$ cat src/rtl/vector_sequencer.sv
// Block sequencer for a 4-lane pixel pipeline: per block, read/multiply into
// mult_mem, then sum into sum_mem, with pause, abort and done handshake.
module vector_sequencer #(
    parameter int unsigned N_BLOCKS = 16,
    parameter int unsigned MEM_LAT  = 1,
    parameter int unsigned LANE_LAT = 1
) (
    input  logic        clk,
    input  logic        rst,
    input  logic        start,
    input  logic        pause,
    input  logic        abort,
    output logic        vec_func,
    output logic        w_mem_2,
    output logic        w_mem_3,
    output logic [15:0] blk_idx,
    output logic        busy,
    output logic        done
);

    localparam logic [2:0] S_IDLE   = 3'd0;
    localparam logic [2:0] S_MUL_RD = 3'd1;
    localparam logic [2:0] S_MUL_WR = 3'd2;
    localparam logic [2:0] S_SUM_RD = 3'd3;
    localparam logic [2:0] S_SUM_WR = 3'd4;
    localparam logic [2:0] S_NEXT   = 3'd5;
    localparam logic [2:0] S_FIN    = 3'd6;

    // The wait counter counts down to zero, so it is loaded with latency-1.
    localparam logic [2:0]  MEM_LOAD  = 3'(MEM_LAT - 1);
    localparam logic [2:0]  LANE_LOAD = 3'(LANE_LAT - 1);
    localparam logic [15:0] LAST_BLK  = 16'(N_BLOCKS - 1);

    logic [2:0]  state_q, state_d;
    logic [2:0]  cnt_q, cnt_d;
    logic [15:0] blk_idx_q, blk_idx_d;
    logic        live;

    always_comb begin
        // NOTE: every next-state signal gets a default first so no path infers a latch.
        state_d   = state_q;
        cnt_d     = cnt_q;
        blk_idx_d = blk_idx_q;

        if (abort && state_q != S_IDLE) begin
            state_d   = S_IDLE;
            cnt_d     = 3'd0;
            blk_idx_d = 16'd0;
        end else if (!pause) begin
            case (state_q)
                S_IDLE: begin
                    if (start && !abort) begin
                        state_d   = S_MUL_RD;
                        cnt_d     = MEM_LOAD;
                        blk_idx_d = 16'd0;
                    end
                end
                S_MUL_RD: begin
                    if (cnt_q == 3'd0) state_d = S_MUL_WR;
                    else               cnt_d   = cnt_q - 3'd1;
                end
                S_MUL_WR: begin
                    state_d = S_SUM_RD;
                    cnt_d   = LANE_LOAD;
                end
                S_SUM_RD: begin
                    if (cnt_q == 3'd0) state_d = S_SUM_WR;
                    else               cnt_d   = cnt_q - 3'd1;
                end
                S_SUM_WR: state_d = S_NEXT;
                S_NEXT: begin
                    if (blk_idx_q == LAST_BLK) begin
                        state_d = S_FIN;
                    end else begin
                        state_d   = S_MUL_RD;
                        cnt_d     = MEM_LOAD;
                        blk_idx_d = blk_idx_q + 16'd1;
                    end
                end
                S_FIN:   state_d = S_IDLE;
                default: state_d = S_IDLE;
            endcase
        end
    end

    // NOTE: sequential state uses non-blocking assignments so all registers update together.
    always_ff @(posedge clk or negedge rst) begin
        if (!rst) begin
            state_q   <= S_IDLE;
            cnt_q     <= 3'd0;
            blk_idx_q <= 16'd0;
        end else begin
            state_q   <= state_d;
            cnt_q     <= cnt_d;
            blk_idx_q <= blk_idx_d;
        end
    end

    // Strobes and done are decoded from the state register, so they fall
    // as soon as reset asserts and are masked while paused or aborting.
    assign live     = !pause && !abort;
    assign w_mem_2  = (state_q == S_MUL_WR) && live;
    assign w_mem_3  = (state_q == S_SUM_WR) && live;
    assign done     = (state_q == S_FIN) && live;
    assign vec_func = (state_q == S_SUM_RD) || (state_q == S_SUM_WR);
    assign busy     = (state_q != S_IDLE);
    assign blk_idx  = blk_idx_q;

endmodule

$ cat config.mk
export PLATFORM = sky130hd
export DESIGN_NAME = vector_sequencer
export DESIGN_NICKNAME = d
export VERILOG_FILES = /design/src/rtl/vector_sequencer.sv
export SDC_FILE = /design/constraint.sdc
export NUM_CORES = 1
export LEC_CHECK = 0
export BUFFER_PORTS_ARGS = -buffer_cell sky130_fd_sc_hd__buf_2
export CAP_MARGIN = 20
export CORE_MARGIN = 10
export CORE_UTILIZATION = 55
export DETAILED_ROUTE_END_ITERATION = 12
export PLACE_DENSITY = 0.85
export SYNTH_ARGS = -nofsm -noshare
export SYNTH_HDL_FRONTEND = slang
export SYNTH_SLANG_ARGS = --single-unit
$ cat constraint.sdc
create_clock -name clk -period 2 [get_ports clk]
set_input_delay 0.2 -clock clk [delete_from_list [all_inputs] [get_ports clk]]
set_output_delay 0.2 -clock clk [all_outputs]
set_load 0.01 [all_outputs]
# [Yosys cells after proc, flatten, opt, wreduce, memory -nomap -nowiden]
# Index checks and enable logic that the tools add are counted.
[op_classes] add_sub_neg=2 eq_ne=13 muxes=18 n_reduce_logical=18
[ops] cell="2-to-1 mux 16 bit" count=4
[ops] cell="2-to-1 mux 3 bit" count=11
[ops] cell="case mux 16 bit (2 select lines)" count=1
[ops] cell="case mux 3 bit (6 select lines)" count=1
[ops] cell="adder 16 x 1 -> 16 bit (second input constant)" count=1
[ops] cell="equality test 16 x 4 -> 1 bit (second input constant)" count=1
[ops] cell="!= test 3 bit (second input constant)" count=5
[ops] cell="case mux 3 bit (4 select lines)" count=1
[ops] cell="equality test 3 bit (second input constant)" count=3
[ops] cell="AND reduction 4 bit" count=2
[ops] cell="equality test 3 x 2 -> 1 bit (second input constant)" count=2
[ops] cell="logical AND 1 bit" count=6
[ops] cell="zero test 3 bit" count=2
[ops] cell="nonzero test 3 bit" count=2
[ops] cell="AND reduction 5 bit" count=1
[ops] cell="nonzero test 5 bit" count=1
[ops] cell="equality test 3 x 1 -> 1 bit (second input constant)" count=1
[ops] cell="subtractor 3 x 1 -> 3 bit (second input constant)" count=1
[ops] cell="zero test 1 bit" count=2
[ops] cell="!= test 2 x 1 -> 1 bit (second input constant)" count=1
[ops] cell="OR reduction 2 bit" count=1
[ops] cell="logical OR 1 bit" count=1
[word_totals] register_bits=22 in_bits=5 out_inout_bits=21 elab_cells=54

# [Logic depth before layout (Yosys ltp)]
# Gate-level depths: netlist of the first run.
[depth] depth_word=6 mapped_depth=7 depth_no_buf=7

# [Worst setup path before layout of the first run]
# OpenSTA, ideal clock, no wires.
[synth_path] path_kind="reg-to-reg" start="register blk_idx_q[0], in the netlist blk_idx[0]" end="register blk_idx_q[6], in the netlist blk_idx[6]" setup_ns=0.092 arrival_time_ns=1.781 t_required_ns=1.908 path_slack_ns=0.127 stages_incl_launch_ff=8 path_buffers=1 period_less_slack_ns=1.873 path_cell_list="dfrtp_1 ha_1 and3_1 nand4_1 o22ai_1 or2_1 buf_2 o31ai_2"
[synth_between] elab_chain_cells=5 elab_cells_between_ends=8 classes_between="add/sub: 1; eq/ne: 2; mux: 4; reduce/logical: 1"
[synth_rtl] element="from (decl)" line="36" text="logic [15:0] blk_idx_q, blk_idx_d;"
[synth_rtl] element="from (signal assigned)" line="95" text="blk_idx_q <= blk_idx_d;"
[synth_rtl] element="adder 16 x 1 -> 16 bit" line="77" text="blk_idx_d = blk_idx_q + 16'd1;"
[synth_rtl] element="2-to-1 mux 16 bit" line="72" text="if (blk_idx_q == LAST_BLK) begin"
[synth_rtl] element="case mux 16 bit (2 select lines)" line="50" text="case (state_q)"
[synth_rtl] element="2-to-1 mux 16 bit" line="49" text="end else if (!pause) begin"
[synth_rtl] element="2-to-1 mux 16 bit" line="45" text="if (abort && state_q != S_IDLE) begin"
# Several ways; a longest one is shown, not always the timed one. The select of a mux whose other input is x is not followed.
# A chain may end at the register's enable or synchronous reset.

# [Final worst setup path of the first run]
[layout_path] start="register state_q[2]" end="register blk_idx_q[13], in the netlist blk_idx[13]"
[layout_between] elab_chain_cells=4 elab_cells_between_ends=12 classes_between="eq/ne: 4; mux: 3; reduce/logical: 5"
[layout_rtl] element="from (decl)" line="34" text="logic [2:0] state_q, state_d;"
[layout_rtl] element="from (signal assigned)" line="93" text="state_q <= state_d;"
[layout_rtl] element="equality test 3 bit (tied with other cells)" line="50"
[layout_rtl] element="case mux 16 bit (2 select lines) or logical AND 1 bit (tied branches)" line="50, 45"
[layout_rtl] element="2-to-1 mux 16 bit (tied with other cells)" line="49"
[layout_rtl] element="2-to-1 mux 16 bit or AND reduction 4 bit (tied branches)"
# Several ways; a longest one is shown, not always the timed one. The select of a mux whose other input is x is not followed.

==> results.yml, run 1 <==
status:
  status: "completed"
layout:
  diodes: 0
  fin_cells: 234
  drive_gt1_share_pct: 27.94
  postLayoutCellArea_um2: 1808
  syn_to_final_growth_pct: 23.82
  final_net_count: 213
clock_network:
  clk_pin_slew_ns: 0.14
  numCtsBuffers: 3
  clk_latency_ns: 0.32
  cts_buffer_depth: 2
  cts_root_buffer: "clkbuf_4"
  htreeDepth: 1
  cts.sinks: 22
  cts_tree: "done"
placement:
  gp_congestion: 0.8560
  place_area_um2: 1690
  io_buffers: 25
  dp_cells: 227
  dpl.hpwl_um: 2798
synthesis:
  synth_top_cell_area_share_pct: 37.70
  synth_edf_count: 0
  netlist_instances: 167
  ys_ff_latch: 22
  syn_area_um2: 1460
  synthTopCellsByArea: "dfrtp_1 (38%), nand2_1 (3.6%), o21ai_0 (3.4%)"
  synth_flop_cell: "dfrtp_1"
  yosysSeqAreaShare_pct: 37.70
  ys_types: 43
  ys_async_sr_fraction_pct: 100.0
  syn_nets: 175
  synth.avg_cell_area_um2: 8.743
  synth_top_area_cell: "dfrtp_1"
  yosysWarnings: 0
routing:
  totalWireLength_um: 3835
  routedWlPerCell_um: 16.39
  drt-pass1-iter-count: 4
  vias: 1458
  ant_nets: 0
  drcViolationCount: 0
  drtIter0Drc: 182
  vias_per_cell: 6.231
critical_path:
  critPathMaxFanout: 7
  required_ns: 2.20
  startpoint: "state_q[2]$_DFFE_PN0P_"
  worstSetupStartpointType: "flip-flop"
  reg2reg_from: "state_q[2]$_DFFE_PN0P_"
  worst-setup-path-type: "reg2reg"
  critical_path_arrival_ns: 2.12
  cp-end-kind: "flip-flop"
run:
  maxCapViolCount: 0
sta:
  slew_headroom_pct: 61.82
  skew_ns: 0.01448
  fin_crit_sh_pct: 96.05
  slew_violations: 0
  tightest_slew_ns: 0.5726
  final.min_clock_period_ns: 1.921
  setup-violations-final: 0
  worst_hold_slack_ns: 0.2661
  finalHoldViolCount: 0
  timing.fmax_mhz: 520.6
grt:
  grt_pass1_vias: 1445
  grt-ovfl-total: 0
  grt_max_degree: 23
  grt_first_pass_wirelength_um: 6472
  grt_use_total_pct: 14.63
  antenna_found_initial: 0
floorplan:
  rows: 18
  start_util_pct: 58.41
  io_pins: 26
  die_area_um2: 5116
  core_um2: 2500
  fp.dieH_um: 71.53
  die_w_um: 71.53
pwr:
  cellLeakagePower_nw: 0.8420
  p_per_area_nw_per_um2: 973.7
  irDropWorstVdd_uv: 794.4
  p_total_mw: 1.760
min_path:
  hp-start: "abort"
  hold_path_class: "in2reg"
## registers in the layout (all words and copies together), names as in the netlist
signal   cells
cnt_q        3
state_q      3
blk_idx     16
## per-stage QoR
stage | setup slack [ns] | TNS (ns) | util [%]
floorplan | 0.1267 | 0 | -
global placement | 0.1098 | 0 | 67.62
detailed placement | 0.04621 | 0 | 67.62
CTS | 0.004659 | 0 | 70.17
global route | -0.03483 | -0.09943 | 72.32
finish | 0.07898 | 0 | 72.32
## per-layer routing
metal	global-route usage, %	vias up	part of all wire [%]
li1	-	699	-
met1	17.06	704	42
met2	25.39	48	50
met3	3.994	7	7.2
met4	4.301	0	1.0
met5	0	-	0
## layout by cell type, fill, tap and decap left out, types with 2 or more instances in the layout
| master | synthesis | routed |
|---|---|---|
| buf_2 | 3 | 25 |
| dfrtp_1 | 22 | 20 |
| buf_4 | 0 | 16 |
| nand2_1 | 14 | 14 |
| o21ai_1 | 10 | 11 |
| o21ai_0 | 10 | 9 |
| a21oi_1 | 9 | 9 |
| nand2b_1 | 7 | 7 |
| and3_1 | 6 | 6 |
| nor2_1 | 6 | 6 |
| nand4_1 | 6 | 6 |
| or3_1 | 5 | 5 |
| inv_1 | 4 | 4 |
| and2_1 | 4 | 4 |
| nand3_1 | 6 | 4 |
| nor3_1 | 3 | 3 |
| or2_1 | 3 | 3 |
| o31ai_1 | 3 | 3 |
| nor2b_1 | 3 | 3 |
| o221ai_1 | 3 | 3 |
| ha_1 | 3 | 3 |
| clkbuf_4 | 0 | 3 |
| nor3b_2 | 0 | 2 |
| nor4_1 | 3 | 2 |
| and4_1 | 2 | 2 |
| a31o_1 | 2 | 2 |
| o21a_1 | 2 | 2 |
| nand3_2 | 0 | 2 |
| mux2i_1 | 2 | 2 |
| dfrtp_2 | 0 | 2 |
## kinds of logic (layout without fill, tap and decap cells)
| family | after synthesis | in the layout | synth area share (%) |
|---|---|---|---|
| adders and majority gates | 3 | 3 | 2.571 |
| xor gates and xnor gates | 2 | 2 | 1.200 |
| and+or+nand+nor | 74 | 74 | 28.62 |
| DFF | 22 | 22 | 37.70 |
| buffers and inverters | 13 | 50 | 3.598 |
| AOI/OAI and AO/OA | 51 | 51 | 24.94 |
| muxes | 2 | 2 | 1.371 |
## path summary, 6_finish.rpt
path / depth (start not counted) / to / slack [ns]
max: 5 / blk_idx[13]$_DFFE_PN0P_ / 0.08
min: 3 / state_q[1]$_DFFE_PN0P_ / 0.27
max reg2reg: 5 / blk_idx[13]$_DFFE_PN0P_ / 0.08
min reg2reg: 1 / cnt_q[0]$_DFFE_PN0P_ / 0.49
max in group asynchronous: 2 / state_q[0]$_DFFE_PN0P_ / 1.26
min in group asynchronous: 2 / cnt_q[2]$_DFFE_PN0P_ / 0.37
## area by class of cell
cell class / count / area [um^2]
clock buffer: 3 / 22.52
clock inverter: 1 / 30.03
fill: 185 / 691.9
inverter: 4 / 15.01
multi-input combinational: 132 / 894.6
sequential: 22 / 553.0
tap: 30 / 37.54
timing repair buffer: 42 / 255.2
## what timing repair did
| item | 4_1_cts | 5_1_grt |
|---|---|---|
| pin swaps | 0 | 5 |
| resized for setup | 1 | 8 |
| setup buffers | 0 | 2 |
| setup endpoints to repair | 1 | 18 |
| endpoints found under the hold margin | 22 | 0 |
| hold buffers | 1 | 0 |
## where the power goes
group	internal [mW]	switching, mW	leakage, nW
Sequential	0.508	0.0840	0.298
Clock	0.203	0.144	0.0279
Combinational	0.359	0.463	0.516
Total	1.07	0.691	0.842
## critical path, stage by stage (launching register included)
cell and delay (ns):
dfrtp_1 0.39, or2_1 0.29, o41a_1 0.38, a221oi_4 0.46, a31o_1 0.21, a21oi_1 0.07
## Yosys cell counts, drive strengths merged (3+ instances only)
library cell	n
dfrtp	22
o21ai	20
nand2	14
a21oi	9
nand2b	7
and3	6
clkbuf	6
nand3	6
nand4	6
nor2	6
or3	5
and2	4
inv	4
o31ai	4
buf	3
ha	3
nor2b	3
nor3	3
nor3b	3
nor4	3
o221ai	3
or2	3
Note: power is estimated with default switching activity, not from simulation.
==> inputs of run 2 (changes only) <==
--- a/config.mk
+++ b/config.mk
@@ -11,6 +11,8 @@
 export CORE_UTILIZATION = 55
 export DETAILED_ROUTE_END_ITERATION = 12
 export PLACE_DENSITY = 0.85
+export RECOVER_POWER = 50
+export SLEW_MARGIN = 10
 export SYNTH_ARGS = -nofsm -noshare
 export SYNTH_HDL_FRONTEND = slang
 export SYNTH_SLANG_ARGS = --single-unit
==> results.yml, run 2 (same netlist as run 1, synthesis figures left out) <==
sta:
  worst_hold_slack_ns: 0.2644
  slew_headroom_pct: 19.68
  finalHoldViolCount: 0
  tightest_slew_ns: 1.205
  fin_crit_sh_pct: 96.26
  setup-violations-final: 0
  timing.fmax_mhz: 519.4
  worst_slack_ns: 0.07474
  final.min_clock_period_ns: 1.925
  skew_ns: 0.01482
  slew_violations: 0
critical_path:
  cpPeakStageDelay_ns: 0.46
  required_ns: 2.20
  worst-setup-path-type: "reg2reg"
  cpMaxStageDelayCell: "a221oi_4"
  critPathMaxFanout: 7
  worstSetupStartpointType: "flip-flop"
  cp-end-kind: "flip-flop"
  r2r-end: "blk_idx[13]$_DFFE_PN0P_"
  critical_path_arrival_ns: 2.12
  r2r_setup_slack_ns: 0.07
  reg2reg_from: "state_q[2]$_DFFE_PN0P_"
  critical-path-top-delay-family: "compound AO/OA/AOI/OAI gates"
  path_cells: "or2_1 > o41a_1 > a221oi_4 > a31o_1 > a21oi_1"
  reg2reg_depth: 5
  worst-path-buf-inv: 0
pwr:
  irDropWorstVdd_uv: 796.5
  cellLeakagePower_nw: 0.7995
  p_total_mw: 1.763
  p_per_area_nw_per_um2: 981.9
layout:
  fin_cells: 234
  largest_reg_flops: 16
  final_cell_mix: "dfrtp_1 (20), buf_4 (16), buf_2 (15), nand2_1 (14), o21ai_1 (11)"
  mostFrequentLayoutCell: "dfrtp_1"
  final-seq-area_um2: 553.0
  syn_to_final_growth_pct: 22.96
  final_net_count: 213
  drive_gt1_share_pct: 23.04
  fill_cells: 191
  multi_input_area_um2: 894.6
  diodes: 0
routing:
  routedWlPerCell_um: 16.34
  totalWireLength_um: 3823
  vias_per_cell: 6.218
  vias: 1455
  ant_nets: 0
  drtIter0Drc: 184
  drt-pass1-iter-count: 4
  drcViolationCount: 0
clock_network:
  numCtsBuffers: 3
  htreeDepth: 1
  cts_tree: "done"
  clk_pin_slew_ns: 0.14
  cts_buffer_depth: 2
  cts.sinks: 22
  cts_root_buffer: "clkbuf_4"
  clk_latency_ns: 0.32
floorplan:
  fp.dieH_um: 71.53
  start_util_pct: 58.41
  die_w_um: 71.53
  rows: 18
  io_pins: 26
  core_um2: 2500
  die_area_um2: 5116
placement:
  dpl.hpwl_um: 2798
  gp_congestion: 0.8560
  io_buffers: 25
  pre_cts_ws_ns: 0.04621
  dp_cells: 227
run:
  maxCapViolCount: 0
min_path:
  hp-start: "abort"
  hold_depth: 3
  hold_path_class: "in2reg"
  min_to: "state_q[1]$_DFFE_PN0P_"
grt:
  grt_first_pass_wirelength_um: 6472
  grt_max_degree: 23
  antenna_found_initial: 0
  grt_use_total_pct: 14.63
  grt_pass1_vias: 1445
  grt-ovfl-total: 0
status:
  status: "completed"
==> run 2: changes by cell type in the layout (fill, tap and decap cells not counted), sizes merged <==
cell,delta
buf,-10
clkbuf,+10
==> run 2: power breakdown <==
group	internal [mW]	leakage, nW	switching [mW]
sequential	0.508	0.298	0.0843
clock	0.203	0.0279	0.148
combinational	0.359	0.473	0.462
==> run 2: repair_timing <==
action	in CTS	in global routing
gates resized for setup	1	8
endpoints found under the hold margin	22	0
setup buffers	0	2
pin swaps	0	5
setup endpoints to repair	1	18
hold buffers	1	0
cloned	0	0
==> run 2: worst max-delay path by stage <==
stage                                 startpoint                 endpoint  slack (ns)  cells past startpoint
after floorplan           blk_idx[0]$_DFFE_PN0P_   blk_idx[6]$_DFFE_PN0P_        0.13                      7
after global placement    state_q[1]$_DFFE_PN0P_   blk_idx[3]$_DFFE_PN0P_        0.11                      6
after detailed placement  state_q[2]$_DFFE_PN0P_   blk_idx[3]$_DFFE_PN0P_        0.05                      6
after CTS                 state_q[1]$_DFFE_PN0P_   blk_idx[3]$_DFFE_PN0P_       0.005                      5
after global routing      state_q[2]$_DFFE_PN0P_  blk_idx[13]$_DFFE_PN0P_       -0.03                      5
final                     state_q[2]$_DFFE_PN0P_  blk_idx[13]$_DFFE_PN0P_        0.07                      5
==> run 2: tightest hold or removal path, delay by kind of cell <==
kind / cells / cell delay, ns
AOI/OAI and AO/OA: 1 / 0.10
buffers and inverters: 2 / 0.26
==> run 2: cell type report <==
type | instances | area share, %
well taps | 30 | 2.091
inverters | 4 | 0.8362
multi-input cells | 132 | 49.83
repair buffers | 42 | 13.52
flip-flops and latches | 22 | 30.80
clock inverters | 1 | 1.672
clock buffers | 3 | 1.254
==> run 2: through the flow <==
step / setup TNS (ns) / cell area [um^2] / util (%)
final: 0 / 1795 / 71.82
after global routing: -0.1006 / 1795 / 71.82
after CTS: 0 / 1754 / 70.17
after detailed placement: 0 / 1690 / 67.62
after global placement: 0 / 1690 / 67.62
after floorplan: 0 / 1460 / -
==> run 2: per-layer routing <==
layer	wire, um	up-vias	global-route usage, %
li1	-	700	-
met1	1633	700	17.06
met2	1889	50	25.39
met3	270	5	3.994
met4	29	0	4.301
met5	0	-	0
